--- src/rtl/timer_disp_pkg.sv ---
// rtl/timer_disp_pkg.sv - scan FSM states and active-high 7-segment code table
// Shared by seg7_decoder and seg7_scan_drv in the hw_timer display path.
package timer_disp_pkg;

   typedef enum logic {
      S_BLANK = 1'b0,
      S_DRIVE = 1'b1
   } scan_state_t;

   // Index = digit value; bit order {g,f,e,d,c,b,a}; hex A,b,C,d,E,F above 9
   localparam logic [6:0] SEG_TABLE [16] = '{
      7'h3F, 7'h06, 7'h5B, 7'h4F, 7'h66, 7'h6D, 7'h7D, 7'h07,
      7'h7F, 7'h6F, 7'h77, 7'h7C, 7'h39, 7'h5E, 7'h79, 7'h71
   };

endpackage

--- src/rtl/seg7_decoder.sv ---
// rtl/seg7_decoder.sv - combinational 4-bit digit to active-high 7-segment code
// Polarity and leading-zero blanking are applied by the caller.
module seg7_decoder
   import timer_disp_pkg::*;
(
   input  logic [3:0] digit,
   output logic [6:0] seg
);

   assign seg = SEG_TABLE[digit];

endmodule

--- src/rtl/seg7_scan_drv.sv ---
// rtl/seg7_scan_drv.sv - shadow/display digit banks and blanked 7-segment scan driver
// Optional leading-zero blanking when SEG7_LZ_BLANK_EN is defined.
module seg7_scan_drv
   import timer_disp_pkg::*;
#(
   parameter int DEC_DIGITS    = 4,
   parameter int REFRESH_DIV   = 50000,
   parameter int BLANK_CYCLES  = 500,
   parameter int ANODE_ACT_LOW = 1,
   parameter int SEG_ACT_LOW   = 1
) (
   input  logic                  clk,
   input  logic                  rst,
   input  logic [3:0]            digit_i,
   input  logic [DEC_DIGITS-1:0] digit_we_i,
   output logic [6:0]            seg_o,
   output logic [DEC_DIGITS-1:0] an_o,
   output logic                  frame_done_o
);

   localparam int IW   = (DEC_DIGITS > 1) ? $clog2(DEC_DIGITS) : 1;
   localparam int CMAX = (REFRESH_DIV > BLANK_CYCLES) ? REFRESH_DIV : BLANK_CYCLES;
   localparam int CW   = $clog2(CMAX + 1);

   localparam logic [DEC_DIGITS-1:0] AN_OFF  = (ANODE_ACT_LOW != 0) ? {DEC_DIGITS{1'b1}}
                                                                    : {DEC_DIGITS{1'b0}};
   localparam logic [6:0]            SEG_OFF = (SEG_ACT_LOW != 0) ? 7'h7F : 7'h00;

   scan_state_t                  state, state_nx;
   logic [CW-1:0]                cnt, cnt_nx;
   logic [IW-1:0]                idx, idx_nx;
   logic [DEC_DIGITS-1:0]        an_nx;
   logic [6:0]                   seg_nx;
   logic [DEC_DIGITS-1:0][3:0]   shadow, shadow_nx, display;
   logic [6:0]                   seg_code;
   logic [6:0]                   drive_seg;
   logic [DEC_DIGITS-1:0]        one_hot;
   logic                         lz_blank;

   // Shadow bank with this cycle's writes folded in; a top-slot write commits it whole
   always_comb begin
      shadow_nx = shadow;
      for (int k = 0; k < DEC_DIGITS; k++) begin
         if (digit_we_i[k]) shadow_nx[k] = digit_i;
      end
   end

   always_ff @(posedge clk or posedge rst) begin
      if (rst) begin
         shadow       <= '0;
         display      <= '0;
         frame_done_o <= 1'b0;
      end else begin
         shadow       <= shadow_nx;
         frame_done_o <= digit_we_i[DEC_DIGITS-1];
         if (digit_we_i[DEC_DIGITS-1]) display <= shadow_nx;
      end
   end

   seg7_decoder u_dec (
      .digit (display[idx]),
      .seg   (seg_code)
   );

`ifdef SEG7_LZ_BLANK_EN
   always_comb begin
      lz_blank = (idx != '0);
      for (int j = 0; j < DEC_DIGITS; j++) begin
         if (j >= int'(idx) && display[j] != 4'd0) lz_blank = 1'b0;
      end
   end
`else
   assign lz_blank = 1'b0;
`endif

   assign drive_seg = lz_blank ? SEG_OFF : ((SEG_ACT_LOW != 0) ? ~seg_code : seg_code);

   always_comb begin
      one_hot      = '0;
      one_hot[idx] = 1'b1;
   end

   always_comb begin
      state_nx = state;
      cnt_nx   = cnt + 1'b1;
      idx_nx   = idx;
      an_nx    = an_o;
      seg_nx   = seg_o;
      case (state)
         S_BLANK: begin
            if (cnt == CW'(BLANK_CYCLES - 1)) begin
               state_nx = S_DRIVE;
               cnt_nx   = '0;
               an_nx    = (ANODE_ACT_LOW != 0) ? ~one_hot : one_hot;
               seg_nx   = drive_seg;
            end
         end
         S_DRIVE: begin
            if (cnt == CW'(REFRESH_DIV - 1)) begin
               state_nx = S_BLANK;
               cnt_nx   = '0;
               idx_nx   = (idx == IW'(DEC_DIGITS - 1)) ? '0 : idx + 1'b1;
               an_nx    = AN_OFF;
               seg_nx   = SEG_OFF;
            end
         end
         default: begin
            state_nx = S_BLANK;
            cnt_nx   = '0;
            an_nx    = AN_OFF;
            seg_nx   = SEG_OFF;
         end
      endcase
   end

   always_ff @(posedge clk or posedge rst) begin
      if (rst) begin
         state <= S_BLANK;
         cnt   <= '0;
         idx   <= '0;
         an_o  <= AN_OFF;
         seg_o <= SEG_OFF;
      end else begin
         state <= state_nx;
         cnt   <= cnt_nx;
         idx   <= idx_nx;
         an_o  <= an_nx;
         seg_o <= seg_nx;
      end
   end

endmodule

--- config.mk ---
export PLATFORM = sky130hd
export DESIGN_NAME = seg7_scan_drv
export DESIGN_NICKNAME = d
export VERILOG_FILES = /design/src/rtl/timer_disp_pkg.sv /design/src/rtl/seg7_decoder.sv /design/src/rtl/seg7_scan_drv.sv
export SDC_FILE = /design/constraint.sdc
export NUM_CORES = 1
export LEC_CHECK = 0
export CAP_MARGIN = 0
export CORE_UTILIZATION = 55
export DETAILED_ROUTE_END_ITERATION = 16
export GPL_ROUTABILITY_DRIVEN = 0
export PLACE_DENSITY_LB_ADDON = 0.25
export SKIP_CTS_REPAIR_TIMING = 1
export SLEW_MARGIN = 20
export SYNTH_ARGS = -nofsm -noshare
export SYNTH_HDL_FRONTEND = slang
export SYNTH_SLANG_ARGS = --single-unit
export TNS_END_PERCENT = 30
--- constraint.sdc ---
create_clock -name clk -period 2.38 [get_ports clk]
set_clock_uncertainty 0.05 [all_clocks]
set_input_delay 0.476 -clock clk [delete_from_list [all_inputs] [get_ports clk]]
set_output_delay 0.476 -clock clk [all_outputs]
set_load 0.01 [all_outputs]
==> run summary <==
Status - finished, final reports clean
Worst relative slew slack - 0.6388
Fin Hold WS - 0.4386 ns
Highest-count cells in the layout ignoring fill and taps - dfrtp_1, mux2_2, nor2_1
Endpoint class of the critical path - register
EDFF count, synth - 0
Die Ht - 75.23 µm
Hold Path Origin - cnt[0]$_DFF_PP0_
Ys Warns - 0
Hold/Removal Path Class - register to register
Final setup viols - 0
Top cells by area, synth - dfrtp_1, mux2_2, dfstp_2, ha_1, nor2_1
Setup TNS - 0 ns
Clk_lat worst skew - 0.34 ns
GR peak layer - met2
Total CTS buffers - 9
Rows - 26
Peak supply drop - 0.3751 mV
1st-iter DRT viols - 134
Post-synthesis sequential area ratio - 0.5053
Vias - 1966
Pin count of the biggest net entering global routing - 60
DP HPWL - 3.820 mm
TritonCTS Sinks - 59
M3 GR Usage - 0.05087
H-tree lvl count - 3
Crit path launch - idx[0]$_DFFE_PP0P_
Max cap viols - 0
Startpoint types - register
Synthesized flop and latch total - 59
CP required - 2.60 ns
Die width - 75.23 µm
Post-synth design cell area - 2949 µm²
# nets final - 299
Total track usage - 0.2307
Synthesis-to-finish area growth - 15.44%
Maximum root-to-sink buffer count - 2
Share of layout cells above drive strength 1 - 0.2509
WL/cell - 15.24 µm
Num ports - 22
Met2 GRT Util - 0.3524
CP Data Arrival Time - 2.35 ns
Initial antenna violation count - 0
DR pass1 iterations - 4
Final Hold Violating Endpoints - 0
Grt met1 use - 0.3123
Post-route ant nets - 0
Detailed Route WL - 5.379 mm
Final period util - 0.8962
Syn_area_per_cell - 11.84 µm²
Syn nets - 270
Congestion Overflow GR - 0
Netlist cell types - 41
Gate Count Post-Synth - 249
Port Buffers - 21
Area share of the largest cell type after synthesis - 0.4073
CTS clk-pin slew, worst paths - 0.07 ns
Worst-path maximum fanout - 13
First-pass GRT wire length - 9.315 mm
Primary FF master, synth - dfrtp_1
Highest Clock Rate - 468.9 MHz
RSZ-0062 raised after global routing - false
Cell accounting for the most synthesized area - dfrtp_1
Crit path kind - register to register
Asr flop ratio synth - 1.000
Inserted Diodes - 0
CTS Root Cell - clkbuf_8
LEAKAGE - 1.433 nW
Remaining DRCs - 0
Power Density - 622.7 nW/µm²
CTS tree - built
FF-to-FF Start - idx[0]$_DFFE_PP0P_
Core Area - 5140 µm²
Full die area - 5659 µm²
Via/cell ratio - 5.569
Most common cell after layout, fill and taps aside - dfrtp_1
Initial Util - 0.5738
Min Tclk post-route - 2.133 ns
Slew @ Worst Pin - 0.5267 ns
Vias in the first global route - 1919
Pins Over Slew Limit - 0
## cell families (layout without fill, tap and decap cells)
family	Yosys count	count (layout)	share of synthesized area
AND/OR/NAND/NOR	72	72	0.1324
flip-flops	59	59	0.5053
multiplexers	39	39	0.1587
AO/OA/AOI/OAI	29	29	0.06916
buffers and inverters	23	57	0.04030
XOR/XNOR	16	16	0.04752
adder cells (fa/ha/maj)	11	11	0.04667
## state kept, by name, summed over array words and instances, names as in the netlist
signal	count
cnt	16
display	16
shadow	12
seg_o	7
an_o	4
idx	2
frame_done_o	1
state	1
## Yosys cell counts (3+ instances only)
library cell and number:
and4_1 3, nand4_1 3, dfstp_2 11, mux2_2 27, nand2_1 13, xnor2_1 9, xor2_1 7, dfrtp_1 48
nor3_1 8, o21ai_0 6, buf_6 4, a21oi_1 7, ha_1 11, inv_1 13, o211ai_1 3, mux4_2 3
nand3_1 9, mux2i_1 7, clkbuf_1 4, nor2_1 22, o31a_1 5
## per-stage QoR
step                utilization  std cells  total power, mW  setup WS [ns]  area, µm²
CTS                      0.6619        353            2.143         0.1978       3402
floorplan                     -        249            1.306         0.2728       2949
finish                   0.6624        353            2.120         0.2472       3405
global route             0.6624        353            2.222        0.05735       3405
global placement         0.6307        337            1.377         0.2929       3242
detailed placement       0.6307        337            1.385         0.2281       3242
## path summary, 6_finish.rpt
kind / depth (start not counted) / slack (ns) / endpoint
worst max-delay path: 6 / 0.25 / seg_o[4]$_DFFE_PP1P_
worst min-delay path: 1 / 0.44 / cnt[0]$_DFF_PP0_
worst max register to register: 6 / 0.25 / seg_o[4]$_DFFE_PP1P_
worst min register to register: 1 / 0.44 / cnt[0]$_DFF_PP0_
max in group asynchronous: 3 / 1.50 / seg_o[2]$_DFFE_PP1P_
min in group asynchronous: 3 / 0.45 / display[5]$_DFFE_PP0P_
## worst max-delay path, stage by stage, from the launching register on
cell and delay, ns:
dfrtp_1 0.41, buf_4 0.22, mux4_2 0.66, mux2_1 0.36
nand2_1 0.07, o311ai_0 0.14, o31a_1 0.14
## routing by layer
metal	vias up	wire length, µm
met3	13	192
met5	-	0
met2	43	2549
met1	971	2515
li1	939	-
met4	0	122
## power breakdown
group / leakage [nW] / total, mW / switching, mW / internal, mW
logic: 0.642 / 0.275 / 0.141 / 0.134
clock network: 0.0856 / 0.750 / 0.383 / 0.367
registers: 0.706 / 1.10 / 0.0332 / 1.06
total: 1.43 / 2.12 / 0.557 / 1.56
## cell type report
| type | count | area, µm² |
|---|---|---|
| Clock buffer | 10 | 127.6 |
| Clock inverter | 6 | 32.53 |
| Fill cell | 438 | 1735 |
| Inverter | 13 | 48.80 |
| Multi-Input combinational cell | 167 | 1343 |
| Sequential cell | 59 | 1490 |
| Tap cell | 70 | 87.58 |
| Timing Repair Buffer | 28 | 275.3 |
No activity file was read; power rests on OpenSTA's default activity.
